File: src/rtl/serializer_sched_pkg.sv
// Shared types and constants for the serializer scheduler: FSM state encoding,
// default watchdog length and the 9-bit symbol field layout of the packed word.
package serializer_sched_pkg;

  typedef enum logic [1:0] {
    IDLE  = 2'd0,
    START = 2'd1,
    WAIT  = 2'd2,
    DONE  = 2'd3
  } sched_state_t;

  localparam int DEF_TIMEOUT_CYC = 1024;
  localparam int SYM_W           = 9;
  localparam int K_BIT           = 8;

  // A symbol is a K-code when its top bit is set.
  function automatic logic sym_is_k(input logic [SYM_W-1:0] sym);
    return sym[K_BIT];
  endfunction

endpackage

File: src/rtl/rr_arbiter.sv
// Stateless round-robin picker: first set request at or after ptr+1, wrapping,
// returned both as a one-hot grant and as its index.
module rr_arbiter #(
  parameter  int NUM_REQ = 4,
  localparam int IW      = (NUM_REQ > 1) ? $clog2(NUM_REQ) : 1
) (
  input  logic [NUM_REQ-1:0] req,
  input  logic [IW-1:0]      ptr,
  output logic [NUM_REQ-1:0] grant,
  output logic [IW-1:0]      idx
);

  logic          found;
  logic [IW-1:0] cand;

  // Walk the requesters starting just after the last winner.
  always_comb begin
    found = 1'b0;
    idx   = {IW{1'b0}};
    cand  = {IW{1'b0}};
    for (int i = 1; i <= NUM_REQ; i++) begin
      cand = IW'((int'(ptr) + i) % NUM_REQ);
      if (!found && req[cand]) begin
        found = 1'b1;
        idx   = cand;
      end else begin
        idx   = idx;
      end
    end
    if (found) begin
      grant = {{(NUM_REQ-1){1'b0}}, 1'b1} << idx;
    end else begin
      grant = {NUM_REQ{1'b0}};
    end
  end

endmodule

File: src/rtl/serializer_scheduler.sv
// Round-robin owner of the shared serializer: grants one requester, launches the
// transfer, holds the word until end-of-transfer or watchdog abort.
module serializer_scheduler
  import serializer_sched_pkg::*;
#(
  parameter int NUM_REQ     = 4,
  parameter int DATA_W      = 32,
  parameter int TIMEOUT_CYC = DEF_TIMEOUT_CYC
) (
  input  logic                      CLK_I,
  input  logic                      RST_I,
  input  logic                      enable_i,
  input  logic [NUM_REQ-1:0]        mask_i,
  input  logic [NUM_REQ-1:0]        req_i,
  input  logic [NUM_REQ*DATA_W-1:0] data_i,
  output logic [NUM_REQ-1:0]        gnt_o,
  output logic [NUM_REQ-1:0]        done_o,
  output logic                      err_o,
  output logic                      ser_start_o,
  output logic [DATA_W-1:0]         ser_data_o,
  input  logic                      ser_eot_i,
  output logic                      busy_o
);

  localparam int IW = (NUM_REQ > 1) ? $clog2(NUM_REQ) : 1;
  localparam int TW = (TIMEOUT_CYC > 0) ? $clog2(TIMEOUT_CYC + 1) : 1;
  localparam logic [TW-1:0] T_LAST = (TIMEOUT_CYC > 0) ? TW'(TIMEOUT_CYC - 1) : {TW{1'b0}};
  localparam logic [TW-1:0] T_MAX  = {TW{1'b1}};
  localparam logic [NUM_REQ-1:0] ONE = {{(NUM_REQ-1){1'b0}}, 1'b1};

  sched_state_t        state, state_nxt;
  logic [IW-1:0]       ptr, ptr_nxt;
  logic [TW-1:0]       timer, timer_nxt;
  logic [NUM_REQ-1:0]  gnt_nxt, done_nxt;
  logic                err_nxt, start_nxt, busy_nxt;
  logic [DATA_W-1:0]   data_nxt;
  logic [NUM_REQ-1:0]  arb_grant;
  logic [IW-1:0]       arb_idx;
  logic [DATA_W-1:0]   words [NUM_REQ];

  for (genvar g = 0; g < NUM_REQ; g++) begin : g_words
    assign words[g] = data_i[g*DATA_W +: DATA_W];
  end

  rr_arbiter #(.NUM_REQ(NUM_REQ)) u_arb (
    .req   (req_i & mask_i),
    .ptr   (ptr),
    .grant (arb_grant),
    .idx   (arb_idx)
  );

  // Next-state and next-output decode; all outputs are registered from these.
  always_comb begin
    state_nxt = state;
    ptr_nxt   = ptr;
    timer_nxt = timer;
    data_nxt  = ser_data_o;
    gnt_nxt   = {NUM_REQ{1'b0}};
    done_nxt  = {NUM_REQ{1'b0}};
    err_nxt   = 1'b0;
    start_nxt = 1'b0;
    case (state)
      IDLE: begin
        if (enable_i && (|arb_grant)) begin
          state_nxt = START;
          ptr_nxt   = arb_idx;
          gnt_nxt   = arb_grant;
          start_nxt = 1'b1;
          data_nxt  = words[arb_idx];
        end else begin
          state_nxt = IDLE;
        end
      end
      START: begin
        timer_nxt = {TW{1'b0}};
        state_nxt = WAIT;
      end
      WAIT: begin
        if (ser_eot_i) begin
          state_nxt = DONE;
          done_nxt  = ONE << ptr;
        end else if ((TIMEOUT_CYC > 32'sd0) && (timer == T_LAST)) begin
          state_nxt = DONE;
          done_nxt  = ONE << ptr;
          err_nxt   = 1'b1;
        end else begin
          timer_nxt = (timer == T_MAX) ? timer : timer + TW'(1'b1);
        end
      end
      DONE: begin
        state_nxt = IDLE;
      end
      default: begin
        state_nxt = IDLE;
      end
    endcase
    busy_nxt = (state_nxt != IDLE);
  end

  // State, pointer, timer and output registers; reset drops any transfer silently.
  always_ff @(posedge CLK_I or posedge RST_I) begin
    if (RST_I) begin
      state       <= IDLE;
      ptr         <= IW'(NUM_REQ - 1);
      timer       <= {TW{1'b0}};
      gnt_o       <= {NUM_REQ{1'b0}};
      done_o      <= {NUM_REQ{1'b0}};
      err_o       <= 1'b0;
      ser_start_o <= 1'b0;
      ser_data_o  <= {DATA_W{1'b0}};
      busy_o      <= 1'b0;
    end else begin
      state       <= state_nxt;
      ptr         <= ptr_nxt;
      timer       <= timer_nxt;
      gnt_o       <= gnt_nxt;
      done_o      <= done_nxt;
      err_o       <= err_nxt;
      ser_start_o <= start_nxt;
      ser_data_o  <= data_nxt;
      busy_o      <= busy_nxt;
    end
  end

endmodule

File: config.mk
export PLATFORM = sky130hd
export DESIGN_NAME = serializer_scheduler
export DESIGN_NICKNAME = d
export VERILOG_FILES = /design/src/rtl/serializer_sched_pkg.sv /design/src/rtl/rr_arbiter.sv /design/src/rtl/serializer_scheduler.sv
export SDC_FILE = /design/constraint.sdc
export NUM_CORES = 1
export LEC_CHECK = 0
export BUFFER_PORTS_ARGS = -buffer_cell sky130_fd_sc_hd__buf_4
export CORE_MARGIN = 4
export CORE_UTILIZATION = 30
export CTS_CLUSTER_SIZE = 30
export DETAILED_ROUTE_END_ITERATION = 7
export PLACE_DENSITY = 0.64
export SYNTH_ARGS = -nofsm -noshare
export SYNTH_HDL_FRONTEND = slang
export SYNTH_HIERARCHICAL = 1
export SYNTH_SLANG_ARGS = --single-unit
File: constraint.sdc
create_clock -name CLK_I -period 2 [get_ports CLK_I]
set_input_delay 0.3 -clock CLK_I [delete_from_list [all_inputs] [get_ports CLK_I]]
set_output_delay 0.3 -clock CLK_I [all_outputs]
set_load 0.01 [all_outputs]
==> flow_metrics.env <==
export IMPL_hold_ws_ns=0.252
export IMPL_cts_inserted_buffers=9
export IMPL_skew_ns=0.00696
export IMPL_gp_routability_congestion=0.804
export IMPL_detailedRoute_firstIterationViolations=78
export IMPL_hold_end="gnt_o[1]"
export IMPL_slew_viol_final=0
export IMPL_synth_top_cell_area_share_pct=39.1
export IMPL_totalPowerFinal_w=0.00701
export IMPL_route_detailed_vias_per_inst=4.82
export IMPL_layout_cells_most_common="sky130_fd_sc_hd__buf_4"
export IMPL_cts_root_buffer="sky130_fd_sc_hd__clkbuf_16"
export IMPL_io_buffers=182
export IMPL_drive_gt1_share_pct=68.3
export IMPL_hold_startpoint="enable_i"
export IMPL_timing_hold_violations_final=0
export IMPL_type_of_element_launching_the_critical_path="flop"
export IMPL_drc=0
export IMPL_smallest_setup_slack_after_layout_ns=-0.221
export IMPL_first_global_vias=3194
export IMPL_clk_transition_reported_paths_ns=0.06
export IMPL_yosysWarnings=6
export IMPL_cts_tree="yes"
export IMPL_antennaDiodeCount=0
export IMPL_layout_min_cycle_time_ns=2.22
export IMPL_pwr_density_cell_mw_per_mm2=1220
export IMPL_most_common_layout_cells="sky130_fd_sc_hd__buf_4 (197), sky130_fd_sc_hd__dfrtp_1 (56), sky130_fd_sc_hd__mux2_4 (31)"
export IMPL_cp_data_arrival_time_ns=2.42
export IMPL_num_vias=2890
export IMPL_gr_total_overflow=0
export IMPL_post_drt_wl_per_cell_microns=16.9
export IMPL_rsz0062_at_grt="true"
export IMPL_synth_edff_count=0
export IMPL_dp_worst_setup_slack_ns=-0.313
export IMPL_p_sw_w=0.00216
export IMPL_synth_seq_area_share_pct=40.5
export IMPL_finalCritPeriodShare_pct=111
export IMPL_r2r_cells=10
export IMPL_ctsLongestPathBuffers=2
export IMPL_finalSetupViolations=35
export IMPL_layout_nets=596
export IMPL_synth_lib_cells_used_distinct=58
export IMPL_htree_num_levels=3
export IMPL_detailedPlacementHpwl_microns=8060
export IMPL_area_growth_pct=60.4
export IMPL_start_util_pct=31.0
export IMPL_outcome="finished, violations left"
export IMPL_drt_antenna_violating_nets=0
export IMPL_grt_pass1_wl_microns=16300
export IMPL_synth_seq_cells=58
export IMPL_accumulated_negative_setup_slack_ns=-6.61
export IMPL_max_slew_worst_pin_slew_ns=0.379
export IMPL_fp_dieH_microns=117
export IMPL_die_area_sq_mm=0.0138
export IMPL_synth_net_count=389
export IMPL_p_comb_share_pct=46.7
export IMPL_fmax_mhz=450
export IMPL_clkLatencyLatePin_ns=0.32
export IMPL_hp_class="in -> reg"
export IMPL_synth_area_leaders="sky130_fd_sc_hd__dfrtp_1 (39%), sky130_fd_sc_hd__mux4_2 (18%), sky130_fd_sc_hd__mux2_4 (12%)"
export IMPL_critical_path_required_ns=2.20
export IMPL_maxCapViolCount=0
export IMPL_share_of_flip_flops_with_an_asynchronous_set_or_reset_pct=100
export IMPL_max_vdd_ir_drop_mv=0.447
export IMPL_synthesis_area_per_instance_sq_um=14.6
export IMPL_reg2reg_setup_slack_ns=-0.22
export IMPL_detailed_routing_iteration_count_for_the_pre_antenna_repair_pass=4
export IMPL_numClockSinks=58
export IMPL_post_synth_design_cell_area_sq_mm=0.00359
export IMPL_groute_usage_overall_pct=14.9
export IMPL_cp_max_fo=7
export IMPL_x_dimension_of_the_die_microns=117
export IMPL_top_level_ports=183
export IMPL_part_of_the_power_in_the_clock_network_pct=24.5
export IMPL_critical_path_endpoint_type="flop"
export IMPL_p_sw_share_pct=30.8
export IMPL_floorplan_rows=39
export IMPL_coreArea_sq_mm=0.0116
export IMPL_initial_antenna_violation_count=0
export IMPL_grt_start_max_net_pins=31
export IMPL_worst_hold_path_num_cells=2
export IMPL_cellLeakagePower_nw=2.73
export IMPL_reg2reg_to="ser_data_o[3]"
export IMPL_timing_rr_start="ptr[1]"
export IMPL_synth_cells=245
export IMPL_leading_register_cell_type_out_of_synthesis="sky130_fd_sc_hd__dfrtp_1"
export IMPL_p_int_w=0.00485
export IMPL_crit_type="reg -> reg"
export IMPL_synth_largest_area_cell="sky130_fd_sc_hd__dfrtp_1"
export IMPL_routed_wl_microns=10100
export IMPL_max_slew_margin_pct=74.6
export IMPL_failing_checks="setup timing"
export IMPL_share_seq_of_total_power_pct=28.8
-- stage by stage --
step / cell area (sq um) / cells / util (%)
2_1_floorplan: 3600 / 245 / -
3_3_place_gp: 5220 / 575 / 45.1
3_5_place_dp: 5220 / 575 / 45.1
4_1_cts: 5680 / 596 / 49.1
5_1_grt: 5750 / 600 / 49.7
6_report: 5750 / 600 / 49.7
-- cell type report --
class | instances | area, sq um
flip-flops and latches | 58 | 1450
clock buffers | 11 | 253
multi-input cells | 163 | 2010
fillers | 1016 | 5810
clock inverters | 5 | 85.1
well taps | 143 | 179
repair buffers | 212 | 1750
inverters | 8 | 30.0
-- cell usage after synthesis, types with 4 or more instances --
cell                      count
sky130_fd_sc_hd__ha_1         4
sky130_fd_sc_hd__mux2_4      29
sky130_fd_sc_hd__inv_1        8
sky130_fd_sc_hd__mux4_2      29
sky130_fd_sc_hd__and3_1       5
sky130_fd_sc_hd__nor2_1       7
sky130_fd_sc_hd__mux2_2       5
sky130_fd_sc_hd__o21ai_0      5
sky130_fd_sc_hd__buf_6        4
sky130_fd_sc_hd__dfrtp_1     56
sky130_fd_sc_hd__and2_1       6
sky130_fd_sc_hd__nand2_1     11
-- registers in the layout, indices dropped and copies added, names as in the netlist --
signal and flops:
gnt_o 4, timer 11, ser_start_o 1, err_o 1, ser_data_o 32, ptr 2
state 2, done_o 4, busy_o 1
-- metal layers --
layer | routed length [microns] | share of wire, % | global-route usage [%]
met1 | 3870 | 38 | 17.0
met2 | 5410 | 53 | 27.0
met5 | 0 | 0 | 0
met3 | 742 | 7.3 | 4.96
met4 | 129 | 1.3 | 3.74
-- power groups by stage --
stage                     Combinational (W)  Sequential [W]  Clock, W
final                               0.00327         0.00202   0.00172
after global routing                0.00353         0.00208   0.00182
after CTS                           0.00324         0.00203   0.00175
after detailed placement            0.00311         0.00203         0
after global placement              0.00305         0.00203         0
after floorplan                     0.00177         0.00212         0
-- critical path: stages (launching register included) --
cell and delay, ns:
sky130_fd_sc_hd__dfstp_2 0.60, sky130_fd_sc_hd__buf_6 0.12, sky130_fd_sc_hd__buf_6 0.10, sky130_fd_sc_hd__nor2b_1 0.04, sky130_fd_sc_hd__o21bai_1 0.16, sky130_fd_sc_hd__a21boi_2 0.10
sky130_fd_sc_hd__nor4_4 0.29, sky130_fd_sc_hd__nor2_4 0.09, sky130_fd_sc_hd__buf_12 0.15, sky130_fd_sc_hd__clkbuf_16 0.16, sky130_fd_sc_hd__mux2_4 0.30
-- worst max-delay path by stage --
| stage | start | to | slack [ns] | cells past startpoint |
|---|---|---|---|---|
| finish | ptr[1] | ser_data_o[3] | -0.22 | 10 |
| global route | ptr[1] | ser_data_o[0] | -0.29 | 10 |
| CTS | ptr[1] | ser_data_o[14] | -0.22 | 6 |
| detailed placement | req_i[3] | ser_data_o[8] | -0.31 | 7 |
| global placement | req_i[1] | ser_data_o[29] | -0.26 | 8 |
| floorplan | req_i[0] | ser_data_o[24] | -0.14 | 9 |
-- kinds of logic (layout without fill, tap and decap cells) --
| family | count (synthesis) | after routing | share of synthesized area, % |
|---|---|---|---|
| and+or+nand+nor | 57 | 57 | 10.6 |
| adders and majority gates | 4 | 4 | 1.40 |
| buffers and inverters | 24 | 236 | 5.41 |
| DFF | 58 | 58 | 40.5 |
| muxes | 69 | 69 | 34.9 |
| AOI/OAI and AO/OA | 33 | 33 | 7.08 |
-- timing repair --
action / 4_1_cts / 5_1_grt
hold buffers: 1 / 0
setup buffers: 3 / 3
resized for setup: 10 / 7
gates cloned: 2 / 1
endpoints found under the setup margin: 35 / 35
pin swaps: 2 / 3
endpoints found under the hold margin: 15 / 0
Note: power is estimated with default switching activity, not from simulation.
